`src/rtl/metaballs_pkg.sv`:
```
// Shared widths, ball state type, init-table function and saturation helper
// for the multi-ball metaballs renderer.
package metaballs_pkg;

   localparam int COORD_W = 12;
   localparam int DELTA_W = 11;
   localparam int DIST_W  = 21;
   localparam int SUM_W   = 16;
   localparam int ACC_W   = 20;

   typedef logic signed [COORD_W-1:0] coord_t;
   typedef logic signed [DELTA_W-1:0] delta_t;
   typedef logic        [DIST_W-1:0]  dist_t;
   typedef logic        [SUM_W-1:0]   field_t;

   typedef struct packed {
      coord_t x;
      coord_t y;
      coord_t vx;
      coord_t vy;
   } ball_state_t;

   // Balls spread along the diagonal; even indices head up-right, odd down-left.
   function automatic ball_state_t ball_init(input int idx, input int num_balls,
                                             input int width, input int height);
      ball_state_t s;
      int mvx;
      int mvy;
      mvx  = 1 + (idx % 3);
      mvy  = 1 + ((idx + 1) % 3);
      s.x  = coord_t'((idx + 1) * width / (num_balls + 1));
      s.y  = coord_t'((idx + 1) * height / (num_balls + 1));
      s.vx = idx[0] ? -coord_t'(mvx) :  coord_t'(mvx);
      s.vy = idx[0] ?  coord_t'(mvy) : -coord_t'(mvy);
      return s;
   endfunction

   function automatic field_t sat16(input logic [ACC_W-1:0] v);
      return (v > ACC_W'(65535)) ? '1 : v[SUM_W-1:0];
   endfunction

endpackage

```
`src/rtl/metaball_ball.sv`:
```
// One bouncing ball: position/velocity registers with edge reflection,
// advanced by one velocity step whenever step is high.
module metaball_ball
   import metaballs_pkg::*;
#(
   parameter int INDEX         = 0,
   parameter int NUM_BALLS     = 4,
   parameter int SCREEN_WIDTH  = 640,
   parameter int SCREEN_HEIGHT = 480,
   parameter int RADIUS        = 40
) (
   input  logic   clk,
   input  logic   reset,
   input  logic   step,
   output coord_t x,
   output coord_t y
);

   localparam ball_state_t INIT = ball_init(INDEX, NUM_BALLS, SCREEN_WIDTH, SCREEN_HEIGHT);
   localparam coord_t      LO   = coord_t'(RADIUS);
   localparam coord_t      X_HI = coord_t'(SCREEN_WIDTH - 1 - RADIUS);
   localparam coord_t      Y_HI = coord_t'(SCREEN_HEIGHT - 1 - RADIUS);

   coord_t vx;
   coord_t vy;
   coord_t nx;
   coord_t ny;
   coord_t x_next;
   coord_t y_next;
   coord_t vx_next;
   coord_t vy_next;

   always_comb begin
      nx      = x + vx;
      ny      = y + vy;
      x_next  = nx;
      y_next  = ny;
      vx_next = vx;
      vy_next = vy;
      if (nx < LO) begin
         x_next  = LO;
         vx_next = -vx;
      end else if (nx > X_HI) begin
         x_next  = X_HI;
         vx_next = -vx;
      end
      if (ny < LO) begin
         y_next  = LO;
         vy_next = -vy;
      end else if (ny > Y_HI) begin
         y_next  = Y_HI;
         vy_next = -vy;
      end
   end

   always_ff @(posedge clk) begin
      if (reset) begin
         x  <= INIT.x;
         y  <= INIT.y;
         vx <= INIT.vx;
         vy <= INIT.vy;
      end else if (step) begin
         x  <= x_next;
         y  <= y_next;
         vx <= vx_next;
         vy <= vy_next;
      end
   end

endmodule

```
`src/rtl/metaballs_multi.sv`:
```
// N-ball metaballs renderer: per-frame ball motion on vsync edge, and a
// 2-stage distance/field pipeline producing solid or banded intensity.
module metaballs_multi
   import metaballs_pkg::*;
#(
   parameter int SCREEN_WIDTH      = 640,
   parameter int SCREEN_HEIGHT     = 480,
   parameter int NUM_BALLS         = 4,
   parameter int COLOR_BITS        = 2,
   parameter int RADIUS            = 40,
   parameter int FIELD_K           = 4096,
   parameter int FIELD_SHIFT       = 2,
   parameter int THRESH            = 2048,
   parameter int BAND_SHIFT        = 10,
   parameter int VSYNC_ACTIVE_HIGH = 1
) (
   input  logic                  clk,
   input  logic                  reset,
   input  logic                  vsync,
   input  logic                  display_on,
   input  logic [9:0]            hpos,
   input  logic [9:0]            vpos,
   input  logic                  pause,
   input  logic                  mode,
   output logic [COLOR_BITS-1:0] color,
   output logic [7:0]            frame_cnt
);

   localparam dist_t  K_D      = dist_t'(FIELD_K);
   localparam field_t THRESH_F = field_t'(THRESH);
   localparam field_t LEVEL_MAX = field_t'((1 << COLOR_BITS) - 1);

   logic vs_act;
   logic vs_q;
   logic tick;
   logic step;

   coord_t bx [NUM_BALLS];
   coord_t by [NUM_BALLS];

   assign vs_act = (VSYNC_ACTIVE_HIGH != 0) ? vsync : ~vsync;
   assign tick   = vs_act & ~vs_q;
   assign step   = tick & ~pause;

   always_ff @(posedge clk) begin
      if (reset) begin
         vs_q      <= 1'b0;
         frame_cnt <= '0;
      end else begin
         vs_q <= vs_act;
         if (tick) frame_cnt <= frame_cnt + 8'd1;
      end
   end

   for (genvar i = 0; i < NUM_BALLS; i++) begin : g_ball
      metaball_ball #(
         .INDEX        (i),
         .NUM_BALLS    (NUM_BALLS),
         .SCREEN_WIDTH (SCREEN_WIDTH),
         .SCREEN_HEIGHT(SCREEN_HEIGHT),
         .RADIUS       (RADIUS)
      ) u_ball (
         .clk  (clk),
         .reset(reset),
         .step (step),
         .x    (bx[i]),
         .y    (by[i])
      );
   end

   // Stage 1: squared distance to each ball centre.
   delta_t             dx [NUM_BALLS];
   delta_t             dy [NUM_BALLS];
   logic signed [20:0] dxw [NUM_BALLS];
   logic signed [20:0] dyw [NUM_BALLS];
   dist_t              d2_next [NUM_BALLS];
   dist_t              d2_q [NUM_BALLS];
   logic               on_q1;
   logic               mode_q1;

   always_comb begin
      for (int unsigned i = 0; i < NUM_BALLS; i++) begin
         dx[i]      = delta_t'($signed({2'b00, hpos}) - bx[i]);
         dy[i]      = delta_t'($signed({2'b00, vpos}) - by[i]);
         dxw[i]     = 21'(dx[i]);
         dyw[i]     = 21'(dy[i]);
         d2_next[i] = dist_t'(dxw[i] * dxw[i] + dyw[i] * dyw[i]);
      end
   end

   always_ff @(posedge clk) begin
      if (reset) begin
         for (int unsigned i = 0; i < NUM_BALLS; i++) d2_q[i] <= '0;
         on_q1   <= 1'b0;
         mode_q1 <= 1'b0;
      end else begin
         for (int unsigned i = 0; i < NUM_BALLS; i++) d2_q[i] <= d2_next[i];
         on_q1   <= display_on;
         mode_q1 <= mode;
      end
   end

   // Stage 2: summed linear falloff, then threshold or banding.
   dist_t                sh [NUM_BALLS];
   dist_t                contrib [NUM_BALLS];
   logic [ACC_W-1:0]     acc;
   field_t               sum;
   field_t               level;
   logic [COLOR_BITS-1:0] color_next;

   always_comb begin
      acc = '0;
      for (int unsigned i = 0; i < NUM_BALLS; i++) begin
         sh[i]      = d2_q[i] >> FIELD_SHIFT;
         contrib[i] = (sh[i] >= K_D) ? '0 : K_D - sh[i];
         acc        = acc + ACC_W'(contrib[i]);
      end
      sum   = sat16(acc);
      level = sum >> BAND_SHIFT;
      if (!on_q1)
         color_next = '0;
      else if (mode_q1)
         color_next = (level >= LEVEL_MAX) ? '1 : level[COLOR_BITS-1:0];
      else
         color_next = (sum >= THRESH_F) ? '1 : '0;
   end

   always_ff @(posedge clk) begin
      if (reset) color <= '0;
      else       color <= color_next;
   end

endmodule
```
`config.mk`:
```
export PLATFORM = sky130hd
export DESIGN_NAME = metaballs_multi
export DESIGN_NICKNAME = d
export VERILOG_FILES = /design/src/rtl/metaballs_pkg.sv /design/src/rtl/metaball_ball.sv /design/src/rtl/metaballs_multi.sv
export SDC_FILE = /design/constraint.sdc
export NUM_CORES = 2
export LEC_CHECK = 0
export CORE_AREA = 2 2 293 295
export DETAILED_ROUTE_END_ITERATION = 8
export DIE_AREA = 0 0 295 297
export PLACE_DENSITY = 0.9
export SYNTH_ARGS = -nofsm -noshare
export SYNTH_HDL_FRONTEND = slang
export SYNTH_SLANG_ARGS = --single-unit
```
`constraint.sdc`:
```
create_clock -name clk -period 8.95 [get_ports clk]
set_input_delay 0.895 -clock clk [delete_from_list [all_inputs] [get_ports clk]]
set_output_delay 0.895 -clock clk [all_outputs]
set_load 0.02 [all_outputs]
```
Yosys cells after proc, flatten, opt, wreduce, memory -nomap -nowiden
Memories as Yosys holds them, arrays and structs flattened.
Index checks and enable logic that the tools add are counted.

operators by class
  div/mod/pow operators = 0
  equality and inequality tests = 0
  shifts and indexed selects = 0
  muxes and demuxes = 47
  order comparisons = 23
  bitwise logic cells = 9
  reductions and logical operators = 17
  add/subtract/negate cells = 36
  multipliers = 8

operator list
  operator                count
  $mux 12                 32
  $mul 11x11->21          8
  $add 12x12->12          8
  $lt 12x7->1 const B     8
  $neg 12->12             8
  $sub 11x11->11          8
  $add 21x21->21          4
  $mux 21                 4
  $mux 20                 4
  $sub 13x19->20 const A  4
  $ge 19x13->1 const B    4
  $add 20x20->20          3
  $gt 12x10->1 const B    4
  $gt 12x11->1 const B    4
  $gt 20x16->1 const B    1
  $ge 16x12->1 const B    1
  $mux 16                 1
  $reduce_and 2->1        8
  $reduce_bool 2->1       8
  $add 8x1->8 const B     1
  $ge 6x2->1 const B      1
  $mux 2                  3
  $or 1x1->1              4
  $mux 1                  3
  other kinds (3)         6

word-level totals
  latch bits = 0
  flip-flop bits (word level) = 205
  memory bits (writable) = 84
  bits in read-only memories = 0
  word-level logic and storage cells = 162
  bits of input ports = 26
  output and inout port bits = 10
  memories kept = 1

memories
  memory  words  width  rd ports  clocked after Yosys merged registers in  wr ports  line                   text
  d2_q    4      21     4         0                                        4         metaballs_multi.sv:77  dist_t d2_q [NUM_BALLS];

Longest topological paths before layout
An unclocked memory read counts as a cell.

  depth after elaboration = 11
  depth in mapped cells = 37
  mapped depth without buffers = 37

By module
A second synthesis with hierarchy kept.

second synthesis, totals
  cell total of the unflattened synthesis = 6087
  area, all modules = 53676.5 um^2

by module, submodules not included
  module                             instances  seq. area each (um^2)  cells an instance  area an instance (um^2)
  metaballs_multi                    1          1781.7                 4521               40685.3
  metaball_ball at g_ball[0].u_ball  1          900.9                  460                3646.0
  metaball_ball at g_ball[1].u_ball  1          900.9                  461                3636.0
  metaball_ball at g_ball[2].u_ball  1          920.9                  325                2877.8
  metaball_ball at g_ball[3].u_ball  1          900.9                  320                2831.5

Worst setup path before layout
OpenSTA, ideal clock, no wires.

  path kind = input port to flip-flop
  from = input port vpos[0]
  to = memory d2_q[3][19] in the netlist's numbering
  path slack = -0.270 ns
  data arrival time = 9.092 ns
  setup time = 0.128 ns
  stages = 33
  path buffers = 1
  required time = 8.822 ns
  cells stage by stage = inv_1 -> ha_1 -> inv_1 -> fa_1 -> a21o_1 -> a21oi_1 -> o21ai_0 -> a21oi_1 -> o21ai_0 -> a21oi_1 -> mux2i_1 -> nand2_1 -> clkbuf_1 -> nor2_1 -> fa_1 -> fa_1 -> inv_1 -> fa_1 -> inv_1 -> fa_1 -> fa_1 -> inv_1 -> fa_1 -> fa_1 -> inv_1 -> ha_1 -> and3_1 -> a31o_2 -> o41ai_1 -> o211ai_1 -> a21oi_1 -> xor2_1 -> nor2_1

RTL lines
  element             line                   text
  start: declaration  metaballs_multi.sv:22  input logic [9:0] vpos,
  end: declaration    metaballs_multi.sv:77

==> impl_metrics.env <==
export IMPL_synth_seq_cells=270
export IMPL_final_cell_area_mm2=0.0597
export IMPL_clock_skew_ps=60.0
export IMPL_crit_arrival_ps=9360
export IMPL_synthToLayoutAreaGrowth_pct=16.7
export IMPL_grtUsageTotal_pct=33.2
export IMPL_cts_htree_levels=2
export IMPL_nets=7868
export IMPL_reg2regPathDepth=33
export IMPL_startpoint="vpos[1]"
export IMPL_overflow=0
export IMPL_run_status="finished, final reports clean"
export IMPL_clk_pin_slew_ps=60
export IMPL_r2r_end="d2_q[3][19]"
export IMPL_synth_warnings=0
export IMPL_antenna_found_initial=1
export IMPL_port_buffers=35
export IMPL_rows=107
export IMPL_post_dp_cell_area_mm2=0.0575
export IMPL_final_max_slew_viol_count=0
export IMPL_slowest_stage="fa_1"
export IMPL_synth_distinct_cells=99
export IMPL_wl_um=148000
export IMPL_pin_count=36
export IMPL_grt_start_max_net_pins=67
export IMPL_period_minus_slack_ps=8900
export IMPL_maxCapViolCount=0
export IMPL_crit_type="input pin to flip-flop"
export IMPL_clock_sinks=270
export IMPL_fp_dieW_um=295
export IMPL_fmax_mhz=112
export IMPL_timing_slew_headroom_pct=11.9
export IMPL_die_area_mm2=0.0876
export IMPL_synthesis_area_mm2=0.0512
export IMPL_cp_start_kind="input pin"
export IMPL_yosysTopAreaCell="fa_1"
export IMPL_cts_buffers=34
export IMPL_async_reset_ff_share_pct=0
export IMPL_drc=0
export IMPL_avgSynthCellArea_um2=8.90
export IMPL_fp_dieH_um=297
export IMPL_hold_depth=2
export IMPL_synth_main_ff_cell="dfxtp_1"
export IMPL_tritoncts="done"
export IMPL_place_hpwl_um=117000
export IMPL_start_util_pct=60.6
export IMPL_synth_edf_count=0
export IMPL_cts_root_buf="clkbuf_16"
export IMPL_hp_class="flip-flop to flip-flop"
export IMPL_syn_inst=5751
export IMPL_cp_max_fo=6
export IMPL_drt_pass1_iterations=6
export IMPL_crit_top_cell="fa_1"
export IMPL_route_antenna_remaining_nets=0
export IMPL_worstPathRequired_ps=9410
export IMPL_gp_congestion=0.967
export IMPL_reg2reg_from="g_ball[3].u_ball.x[0]"
export IMPL_critPathCapture="d2_q[3][19]"
export IMPL_drtIter0Drc=3891
export IMPL_cpPeakStageDelay_ps=630
export IMPL_clock_path_buffers=3
export IMPL_grt_pass1_wl_um=231000
export IMPL_wl_per_cell_um=19.5
export IMPL_setup_viol_count_final=0
export IMPL_grt_pass1_vias=47024
export IMPL_vias=43877
export IMPL_fin_crit_sh_pct=99.4
export IMPL_viasPerCell=5.79
export IMPL_coreArea_mm2=0.0845
export IMPL_holdBufCountCts=0
export IMPL_synth_top_area_share_pct=37.4
export IMPL_synth_area_leaders="fa_1 37%, ha_1 12%, dfxtp_1 11%"
export IMPL_yosysSeqAreaShare_pct=10.6
export IMPL_worst_pin_slew_ps=1310
export IMPL_clock_latency_ps=600
export IMPL_end_kind="flip-flop"
export IMPL_reg2reg_slack_ps=260
export IMPL_finalHoldViolCount=0
export IMPL_layout_drive_gt1_share_pct=14.4
==> sequential cells by signal, summed over array words and instances (netlist names) <==
name              cells
d2_q                 76
g_ball.u_ball.x      48
g_ball.u_ball.y      48
g_ball.u_ball.vx     43
g_ball.u_ball.vy     42
frame_cnt             8
color                 2
mode_q1               1
on_q1                 1
vs_q                  1
==> cell families after synthesis <==
family,count (synthesis),share of synthesized area (%)
and+or+nand+nor,1500,13.5
buffers and inverters,1458,10.8
adders and majority gates,1430,49.0
AOI/OAI and AO/OA,689,9.24
xor gates and xnor gates,381,6.52
DFF,270,10.6
muxes,21,0.447
other,2,0.0147
==> how the worst min path moves through the flow <==
stage	slack (ps)	endpoint	from
floorplan	430	color[0]	on_q1
global placement	460	color[0]	on_q1
detailed placement	450	color[0]	on_q1
CTS	470	color[0]	on_q1
global route	500	g_ball[1].u_ball.x[11]	g_ball[1].u_ball.x[11]
finish	470	color[0]	on_q1
==> layout by cell type, fill, tap and decap left out, types with 76 or more instances in the layout <==
master / n
dfxtp_1: 270
xor2_1: 129
xnor2_1: 240
buf_4: 665
o21ai_0: 104
ha_1: 463
nand2_1: 413
nor3_1: 84
inv_1: 1324
fa_1: 951
nor2b_1: 76
nand2b_1: 78
nor2_1: 534
a21oi_1: 148
==> per-layer routing <==
layer / wire length [µm] / track usage [%] / up-vias
met5: 19 / 0 / -
met4: 10000 / 18.1 / 2
met3: 14200 / 6.96 / 778
met2: 71900 / 56.9 / 2403
met1: 51900 / 38.8 / 21522
li1: - / - / 19172
==> metrics by stage <==
step           instances  utilization, %  setup slack [ps]  TNS [ps]  hold WS [ps]
4_1_cts             7561            69.9              2.62         0           470
2_1_floorplan       5773               -              37.5         0           430
3_5_place_dp        7490            68.1              -897    -18960           453
3_3_place_gp        7490            68.1              -633     -9720           455
5_1_grt             7582            70.7              -118      -464           504
6_report            7584            70.7              51.6         0           469
==> critical path, delay by kind of cell <==
kind,cells,cell delay [ps]
AO/OA/AOI/OAI,10,1880
XOR/XNOR,1,150
adder cells (fa/ha/maj),9,4190
buffers and inverters,10,1510
multiplexers,1,230
AND/OR/NAND/NOR,4,500
==> area by class of cell <==
cell class	count	area, µm²
Tap cell	1144	1430
Multi-Input combinational cell	4045	41100
Sequential cell	270	5410
Clock buffer	47	970
Timing Repair Buffer	710	5490
Antenna cell	2	5.00
Inverter	1351	5080
Clock inverter	15	303
Fill cell	5378	24700
==> synth_stat cells, drive strengths merged (8+ instances only) <==
master	n
inv	1338
fa	957
nor2	547
ha	473
nand2	414
dfxtp	270
xnor2	251
a21oi	163
o21ai	131
xor2	130
clkbuf	92
nor3	90
nand2b	82
nor2b	77
a21o	62
nand3	58
and2	50
a31oi	49
and3	39
or2	32
o21a	27
a211oi	26
or3	25
o21bai	24
a21boi	21
a22o	21
a211o	19
o211ai	19
nor4	17
o31ai	17
a2111oi	16
buf	15
mux2	15
nand4	14
nor3b	14
clkinv	13
or4	12
o311ai	8
==> timing repair <==
action,CTS,global route
setup buffers,9,20
endpoints found under the setup margin,20,28
gates cloned,0,1
pin swaps,13,60
gates resized for setup,48,124
Power is left out: the tool's default activity adds up to more than one toggle a clock period on the data nets, which glitch-free logic cannot reach.
